`config.mk`:
```
export PLATFORM = sky130hd
export DESIGN_NAME = mem_ctrl
export DESIGN_NICKNAME = d
export VERILOG_FILES = /design/src/rtl/mem_ctrl.sv
export SDC_FILE = /design/constraint.sdc
export NUM_CORES = 1
export LEC_CHECK = 0
export ABC_AREA = 0
export CAP_MARGIN = 20
export CORE_MARGIN = 2
export CORE_UTILIZATION = 54
export DETAILED_ROUTE_END_ITERATION = 7
export GPL_TIMING_DRIVEN = 1
export PLACE_DENSITY = 0.86
export SYNTH_ARGS = -nofsm -noshare
export SYNTH_HDL_FRONTEND = slang
export SYNTH_SLANG_ARGS = --single-unit
```
`constraint.sdc`:
```
create_clock -name clk -period 5.2 [get_ports clk]
set_input_delay 0.52 -clock clk [delete_from_list [all_inputs] [get_ports clk]]
set_output_delay 0.52 -clock clk [all_outputs]
set_load 0.03 [all_outputs]
```
`src/rtl/mem_ctrl.sv`:
```
// mem_ctrl: arbitrates IF fetches and MEM loads/stores onto a byte-wide
// synchronous RAM bus. Each request is split into byte transfers.
// MEM wins over IF, but a transaction that has started is never preempted.
// Ports:
//   clk, rst             clock and synchronous active-high reset
//   if_req_i/if_addr_i   fetch request (level) and word address
//   if_inst_o/if_done_o  assembled instruction and its one-cycle valid pulse
//   if_stallreq_o        fetch outstanding (if_req_i & ~if_done_o)
//   mem_req_i/mem_we_i   load/store request (level) and direction
//   mem_width_i          0 byte, 1 half, 2/3 word
//   mem_addr_i/mem_wdata_i  byte address and store data
//   mem_rdata_o/mem_done_o  zero-extended load data and completion pulse
//   mem_stallreq_o       access outstanding (mem_req_i & ~mem_done_o)
//   ram_a_o/ram_wr_o/ram_dout_o/ram_din_i  byte RAM bus (1-cycle read latency)
module mem_ctrl #(
   parameter int unsigned ADDR_W = 32
) (
   input  logic              clk,
   input  logic              rst,
   input  logic              if_req_i,
   input  logic [ADDR_W-1:0] if_addr_i,
   output logic [31:0]       if_inst_o,
   output logic              if_done_o,
   output logic              if_stallreq_o,
   input  logic              mem_req_i,
   input  logic              mem_we_i,
   input  logic [1:0]        mem_width_i,
   input  logic [ADDR_W-1:0] mem_addr_i,
   input  logic [31:0]       mem_wdata_i,
   output logic [31:0]       mem_rdata_o,
   output logic              mem_done_o,
   output logic              mem_stallreq_o,
   output logic [ADDR_W-1:0] ram_a_o,
   output logic              ram_wr_o,
   output logic [7:0]        ram_dout_o,
   input  logic [7:0]        ram_din_i
);

   localparam int unsigned DATA_W = 32;
   localparam int unsigned CNT_W  = 3;

   typedef enum logic [1:0] {IDLE, IF_RD, MEM_RD, MEM_WR} state_t;

   state_t              state_q, state_d;
   logic [CNT_W-1:0]    cnt_q, cnt_d;
   logic [CNT_W-1:0]    nbytes_q, nbytes_d;
   logic [DATA_W-1:0]   wdata_q, wdata_d;
   logic [DATA_W-1:0]   data_q, data_d;
   logic [DATA_W-1:0]   if_inst_q, if_inst_d;
   logic [DATA_W-1:0]   mem_rdata_q, mem_rdata_d;
   logic [ADDR_W-1:0]   ram_a_q, ram_a_d;
   logic                ram_wr_q, ram_wr_d;
   logic [7:0]          ram_dout_q, ram_dout_d;
   logic                if_done_c, mem_done_c;
   logic [DATA_W-1:0]   rd_word_c;
   logic [1:0]          cap_idx_c;
   logic [1:0]          wr_idx_c;

   // Transfer length for a MEM request.
   function automatic logic [CNT_W-1:0] width_bytes(input logic [1:0] w);
      case (w)
         2'd0:    width_bytes = CNT_W'(1);
         2'd1:    width_bytes = CNT_W'(2);
         default: width_bytes = CNT_W'(4);
      endcase
   endfunction

   // The last byte is still on ram_din_i in the done cycle, so merge it here.
   assign rd_word_c = data_q | (DATA_W'(ram_din_i) << {2'(nbytes_q - CNT_W'(1)), 3'b000});
   assign cap_idx_c = 2'(cnt_q - CNT_W'(1));
   assign wr_idx_c  = 2'(cnt_q + CNT_W'(1));

   // State register.
   always_ff @(posedge clk) begin
      if (rst) begin
         state_q     <= IDLE;
         cnt_q       <= '0;
         nbytes_q    <= '0;
         wdata_q     <= '0;
         data_q      <= '0;
         if_inst_q   <= '0;
         mem_rdata_q <= '0;
         ram_a_q     <= '0;
         ram_wr_q    <= 1'b0;
         ram_dout_q  <= '0;
      end else begin
         state_q     <= state_d;
         cnt_q       <= cnt_d;
         nbytes_q    <= nbytes_d;
         wdata_q     <= wdata_d;
         data_q      <= data_d;
         if_inst_q   <= if_inst_d;
         mem_rdata_q <= mem_rdata_d;
         ram_a_q     <= ram_a_d;
         ram_wr_q    <= ram_wr_d;
         ram_dout_q  <= ram_dout_d;
      end
   end

   // Arbitration and byte sequencing.
   always_comb begin
      state_d     = state_q;
      cnt_d       = cnt_q;
      nbytes_d    = nbytes_q;
      wdata_d     = wdata_q;
      data_d      = data_q;
      if_inst_d   = if_inst_q;
      mem_rdata_d = mem_rdata_q;
      ram_a_d     = ram_a_q;
      ram_wr_d    = ram_wr_q;
      ram_dout_d  = ram_dout_q;
      if_done_c   = 1'b0;
      mem_done_c  = 1'b0;
      case (state_q)
         IDLE: begin
            ram_a_d    = '0;
            ram_wr_d   = 1'b0;
            ram_dout_d = '0;
            cnt_d      = '0;
            data_d     = '0;
            if (mem_req_i) begin
               nbytes_d = width_bytes(mem_width_i);
               ram_a_d  = mem_addr_i;
               wdata_d  = mem_wdata_i;
               if (mem_we_i) begin
                  state_d    = MEM_WR;
                  ram_wr_d   = 1'b1;
                  ram_dout_d = mem_wdata_i[7:0];
               end else begin
                  state_d = MEM_RD;
               end
            end else if (if_req_i) begin
               nbytes_d = CNT_W'(4);
               ram_a_d  = if_addr_i;
               state_d  = IF_RD;
            end
         end
         IF_RD, MEM_RD: begin
            if (cnt_q == nbytes_q) begin
               if (state_q == IF_RD) begin
                  if_done_c = 1'b1;
                  if_inst_d = rd_word_c;
               end else begin
                  mem_done_c  = 1'b1;
                  mem_rdata_d = rd_word_c;
               end
               state_d = IDLE;
               ram_a_d = '0;
            end else begin
               cnt_d = cnt_q + CNT_W'(1);
               // ram_din_i carries the byte addressed in the previous cycle.
               if (cnt_q != '0) begin
                  data_d[{cap_idx_c, 3'b000} +: 8] = ram_din_i;
               end
               if ((cnt_q + CNT_W'(1)) < nbytes_q) begin
                  ram_a_d = ram_a_q + ADDR_W'(1);
               end
            end
         end
         MEM_WR: begin
            if (cnt_q == (nbytes_q - CNT_W'(1))) begin
               mem_done_c = 1'b1;
               state_d    = IDLE;
               ram_a_d    = '0;
               ram_wr_d   = 1'b0;
               ram_dout_d = '0;
            end else begin
               cnt_d      = cnt_q + CNT_W'(1);
               ram_a_d    = ram_a_q + ADDR_W'(1);
               ram_dout_d = wdata_q[{wr_idx_c, 3'b000} +: 8];
            end
         end
         default: state_d = IDLE;
      endcase
   end

   assign if_done_o      = if_done_c;
   assign mem_done_o     = mem_done_c;
   assign if_inst_o      = if_done_c  ? rd_word_c : if_inst_q;
   assign mem_rdata_o    = mem_done_c ? rd_word_c : mem_rdata_q;
   assign if_stallreq_o  = if_req_i  & ~if_done_c;
   assign mem_stallreq_o = mem_req_i & ~mem_done_c;
   assign ram_a_o        = ram_a_q;
   assign ram_wr_o       = ram_wr_q;
   assign ram_dout_o     = ram_dout_q;

endmodule

```
## Word-level counts from Yosys, hierarchy flattened

Index checks and enable logic that the tools add are counted.

| word-level totals | value |
|---|---|
| bits in registers | 177 |
| bits of input ports | 111 |
| output and inout port bits | 109 |
| word-level logic and storage cells | 93 |

| operators by class | value |
|---|---|
| add/subtract/negate cells | 5 |
| $lt $le $gt $ge | 1 |
| eq/ne operators | 13 |
| shifts and indexed selects | 4 |
| muxes and demuxes | 39 |
| bitwise gates (word level) | 6 |
| reductions and logical operators | 15 |

Operators by type and width:

| cell | count |
|---|---|
| 32-bit two-way mux | 9 |
| 32-bit one-hot mux with 3 select lines | 1 |
| 32-bit one-hot mux with 2 select lines | 1 |
| 32-bit by 1-bit adder with 32-bit output (second input constant) | 1 |
| 32-bit bitwise mux | 1 |
| 32-bit OR | 1 |
| 8-bit by 7-bit variable shift with 32-bit output (first input constant) | 1 |
| 32-bit by 6-bit variable part select with 8-bit output | 1 |
| 8-bit by 7-bit variable part select with 32-bit output | 1 |
| 8-bit by 5-bit << shifter with 32-bit output | 1 |
| 8-bit two-way mux | 3 |
| 8-bit one-hot mux with 2 select lines | 1 |
| 3-bit two-way mux | 4 |
| 3-bit AND reduction | 4 |
| 1-bit two-way mux | 10 |
| 2-bit != test (second input constant) | 5 |
| 3-bit one-hot mux with 3 select lines | 1 |
| 2-bit two-way mux | 4 |
| 2-bit AND reduction | 4 |
| 5-bit negation with 7-bit output | 1 |
| 3-bit == test | 2 |
| 3-bit != test (second input constant) | 2 |
| 2-bit one-hot mux with 3 select lines | 1 |
| 3-bit one-hot mux with 2 select lines | 1 |
| other kinds (13) | 22 |

## Logic depth before layout (Yosys ltp)

| logic depth | value |
|---|---|
| word-level depth | 7 |
| gate-level depth with buffers | 11 |
| depth with buffers taken out | 8 |

## Worst setup path after synthesis

No wires, ideal clock.

| timing path | value |
|---|---|
| path type | register to output |
| start point | register nbytes_q[1] |
| end point | output mem_rdata_o[22] |
| arrival | 2.661 ns |
| data required time | 4.680 ns |
| slack | 2.019 ns |
| stages on the path, launching flop included | 9 |
| path buffers | 1 |
| cell sequence | dfxtp_1 inv_1 ha_1 xor2_1 nand4_1 o21a_1 nor2_2 buf_2 mux2i_1 |

| between the ends | value |
|---|---|
| longest elaborated chain between the ends | 5 |
| elaborated cells on any way between the ends | 9 |
| those cells by class | add/sub (1); eq/ne (2); shift (1); mux (4); bitwise (1) |

Ends and longest elaborated chain:

| item | RTL line | text |
|---|---|---|
| start: declaration | 46 | `logic [CNT_W-1:0] nbytes_q, nbytes_d;` |
| start signal: assignment | 89 | `nbytes_q <= nbytes_d;` |
| 3-bit by 1-bit subtractor with 3-bit output | 161 | `if (cnt_q == (nbytes_q - CNT_W'(1))) begin` |
| 3-bit == test | 161 |  |
| 1-bit two-way mux | 161 |  |
| 1-bit one-hot mux with 2 select lines (*) | 114 | `case (state_q)` |
| via mem_done_o | 31 | `output logic mem_done_o,` |
| 32-bit two-way mux (*) | 180 | `assign mem_rdata_o = mem_done_c ? rd_word_c : mem_rdata_q;` |
| end: declaration | 30 | `output logic [31:0] mem_rdata_o,` |

Mark *: on every way through the listed nets, which the timed path passes. The rest lies on a longest branch.

## Worst setup path in the final report

| timing path | value |
|---|---|
| start point | register cnt_q[0] |
| end point | output mem_rdata_o[11] |

| between the ends | value |
|---|---|
| longest elaborated chain between the ends | 4 |
| elaborated cells on any way between the ends | 6 |
| those cells by class | eq/ne (2); mux (4) |

Ends and longest elaborated chain:

| item | RTL line | text |
|---|---|---|
| start: declaration | 45 | `logic [CNT_W-1:0] cnt_q, cnt_d;` |
| start signal: assignment | 88 | `cnt_q <= cnt_d;` |
| 3-bit == test (on tied branches) | 161, 139 |  |
| 1-bit two-way mux (on tied branches) | 161, 139 |  |
| 1-bit one-hot mux with 2 select lines (*) | 114 |  |
| 32-bit two-way mux (*) | 180 |  |

Mark *: on every way between the ends. The rest lies on a longest branch, timed or not.

==> metrics.md <==
| Metric | Value |
|---|---|
| Status | finished, final reports clean |
| CTS H-tree depth | 4 |
| YS warnings | 0 |
| Syn nets | 1215 |
| Drt pass-1 iters | 5 |
| Final clock skew | just under 0.01 ns |
| Fin nets | between 1000 and 1500 |
| Worst-Skew Late Latency | approximately 0.43 ns |
| Fin. max-slew vios | 0 |
| Post-route ant nets | 0 |
| Clk slew on worst S/H paths | 0.06 ns |
| Post-CTS setup repair buffer count | 0 |
| Peak supply drop | ~280 uV |
| Minimum clock period | about 4.5 ns |
| CTS tree | yes |
| Largest net degree at the start of global routing | 83 |
| Post-synthesis sequential area ratio | between 30% and 40% |
| Initial Utilization | a little over half |
| Cell Pwr Density | about 510 nW/um^2 |
| Placement Rows | 47 |
| Depth of the worst hold-timing path | 2 |
| Setup crit start kind | flop |
| Critical Path AT | around 4.0 ns |
| Drt wl/cell | 17.5 um |
| Tot Pwr | around 6.1 mW |
| CTS Sinks | roughly 180 |
| FILL cells | 1256 |
| First-pass GRT wire length | 42100 um |
| Hold Crit Class | flop to flop |
| Area growth from synthesis to layout | 32.6% |
| Total gr overflow | 0 |
| Avg Cell Area, Syn | 8.18 um^2 |
| Die Wd | roughly 130 um |
| Worst Hold Endpoint | wdata_q[16] |
| Vias in the first global route | around 8400 |
| Async set-reset flop share out of synthesis | 0% |
| Commonest non-fill, non-tap cell in the layout | clkdlybuf4s50_1 |
| PostCTS Resize Cnt | 0 |
| Number of distinct library cells after synthesis | 65 |
| Routed WL | about 26000 um |
| FMAX | between 200 and 250 MHz |
| Mapped Area | slightly below 9000 um^2 |
| RD Place Congestion | between 0.9 and 1 |
| Layout cells sized above 1 | 9.25% |
| Number of port buffers | 219 |
| Final Cycle Share | about 86% |
| Via count | 9010 |
| Die Ht | approximately 130 um |
| Critical path class | flop to output port |
| Max-slew headroom | 32.5% |
| Max-cap violations | 0 |
| Synthesis-stage register bit count | about 180 |
| Ant diodes | 0 |
| Synth Flop Type | dfxtp_1 |
| Clock Root Buffer | clkbuf_16 |
| Post-route cell area | about 12000 um^2 |
| Hold Fails Final Rpt | 0 |
| Drc violations | 0 |
| RSZ-0062 raised after global routing | no |
| Critical Path RT | 4.68 ns |
| I/O pin total | 220 |
| Hold path start | wdata_q[16] |
| TritonCTS buffer count | 17 |
| Core Util, Final | between 70 and 80% |
| Die area | between 15000 and 20000 um^2 |
| Starting DRT DRC Count | roughly 750 |
| Reg2reg start | cnt_q[0] |
| R2R depth | 9 |
| Leakage Power | ~4.3 nW |
| WHS | ~0.46 ns |
| Post-Route Setup TNS | 0 ns |
| Commonest non-fill, non-tap cells in the layout | clkdlybuf4s50_1, dfxtp_1, nand2_1 |
| Vias/cell | 6.02 |
| Final number of setup-violating endpoints | 0 |
| Worst-margin pin slew | approximately 1 ns |
| Mapped Cells | around 1100 |
| Critical path peak fanout | 34 |
| R2r setup slk | approximately 1.3 ns |
| Placed cell areas | 11200 um^2 |
| Post-DP HPWL | 18000 um |
| Cts hold-fix bufs | 0 |
| Critical path capture point type | output port |
| Core Box Area | approximately 16000 um^2 |
| Reg-to-reg endpoint | ram_a_o[29] |
| Max Root-Sink Buffers | 2 |
| Post-synth EDFFs | 0 |
| Initial antenna violation count | 0 |
| GR Util All Layers | about 30% |
==> per-stage QoR <==
| stage | setup slack, ns | instances |
|---|---|---|
| floorplan | 2.02 | 1091 |
| global placement | 1.30 | 1461 |
| detailed placement | 1.19 | 1462 |
| CTS | 0.725 | 1493 |
| global route | 0.496 | 1496 |
| finish | 0.705 | 1496 |
==> cell usage after synthesis (all sizes together) (3+ instances only) <==
cell type / n / area, um^2
inv: 53 / 199
dfxtp: 177 / 3540
nand3: 22 / 110
and2: 6 / 37.5
a41oi: 8 / 70.1
nand4: 28 / 175
a22o: 33 / 289
nor2b: 3 / 18.8
nor3: 32 / 170
or4: 4 / 30.0
clkbuf: 56 / 210
a222oi: 3 / 30.0
a21oi: 118 / 594
a211oi: 41 / 308
a22oi: 13 / 97.6
a221oi: 11 / 96.3
a31o: 18 / 158
ha: 13 / 163
nor2: 78 / 295
o32ai: 4 / 35.0
a31oi: 11 / 98.8
nand2b: 3 / 18.8
nand4b: 5 / 43.8
or2: 31 / 194
xor2: 4 / 35.0
nor4: 5 / 31.3
a21o: 3 / 22.5
a32o: 4 / 40.0
and3: 7 / 43.8
o21ai: 12 / 71.3
buf: 24 / 110
mux4: 8 / 180
nand2: 176 / 661
o31ai: 3 / 22.5
and4: 9 / 78.8
mux2i: 36 / 360
==> report_power, final <==
group / internal (mW) / switching [mW]
combinational: 1.09 / 1.81
sequential: 1.63 / 0.230
clock: 0.787 / 0.520
==> state kept, by name, summed over array words and instances (netlist names), 3 cells and up <==
register,count
ram_a_o,32
ram_dout_o,8
wdata_q,32
mem_rdata_q,32
if_inst_q,32
cnt_q,3
nbytes_q,3
data_q,32
==> layer usage <==
metal	GRT usage, %	up-vias	wire length, um	part of all wire (%)
met5	0	-	0	0
met4	12.1	0	812	3.1
met3	6.51	60	2170	8.3
met2	48.7	427	12500	48
met1	37.2	4216	10600	41
li1	-	4307	-	-
==> how the worst max path moves through the flow <==
stage,startpoint,endpoint,slack (ns),cells past startpoint
CTS,cnt_q[0],mem_rdata_o[11],0.73,8
detailed placement,cnt_q[0],mem_rdata_o[11],1.19,8
finish,cnt_q[0],mem_rdata_o[11],0.70,8
global placement,cnt_q[0],mem_rdata_o[0],1.30,8
floorplan,nbytes_q[1],mem_rdata_o[22],2.02,8
global route,cnt_q[0],mem_rdata_o[29],0.50,8
==> worst max-delay path: stages (launching register included) <==
cell	delay [ns]
dfxtp_1	0.76
ha_1	0.42
inv_1	0.17
nand4_1	0.27
o21a_1	0.31
nor2_4	0.07
buf_4	0.51
mux2i_1	0.30
clkdlybuf4s50_1	0.71
==> area by class of cell <==
class	count	area (um^2)	area share, %
inverters	53	199	1.68
flip-flops and latches	177	3540	29.9
multi-input cells	781	4880	41.2
well taps	220	275	2.33
clock inverters	6	93.8	0.793
clock buffers	25	515	4.35
repair buffers	234	2330	19.7
==> cells by family after synthesis <==
| family | share of synthesized area (%) |
|---|---|
| AND/OR/NAND/NOR | 21.9 |
| AO/OA/AOI/OAI | 23.5 |
| flip-flops | 39.7 |
| buffers and inverters | 5.82 |
| multiplexers | 6.18 |
| adder cells (fa/ha/maj) | 1.82 |
| XOR/XNOR | 1.02 |
No activity file was read; power rests on OpenSTA's default activity.
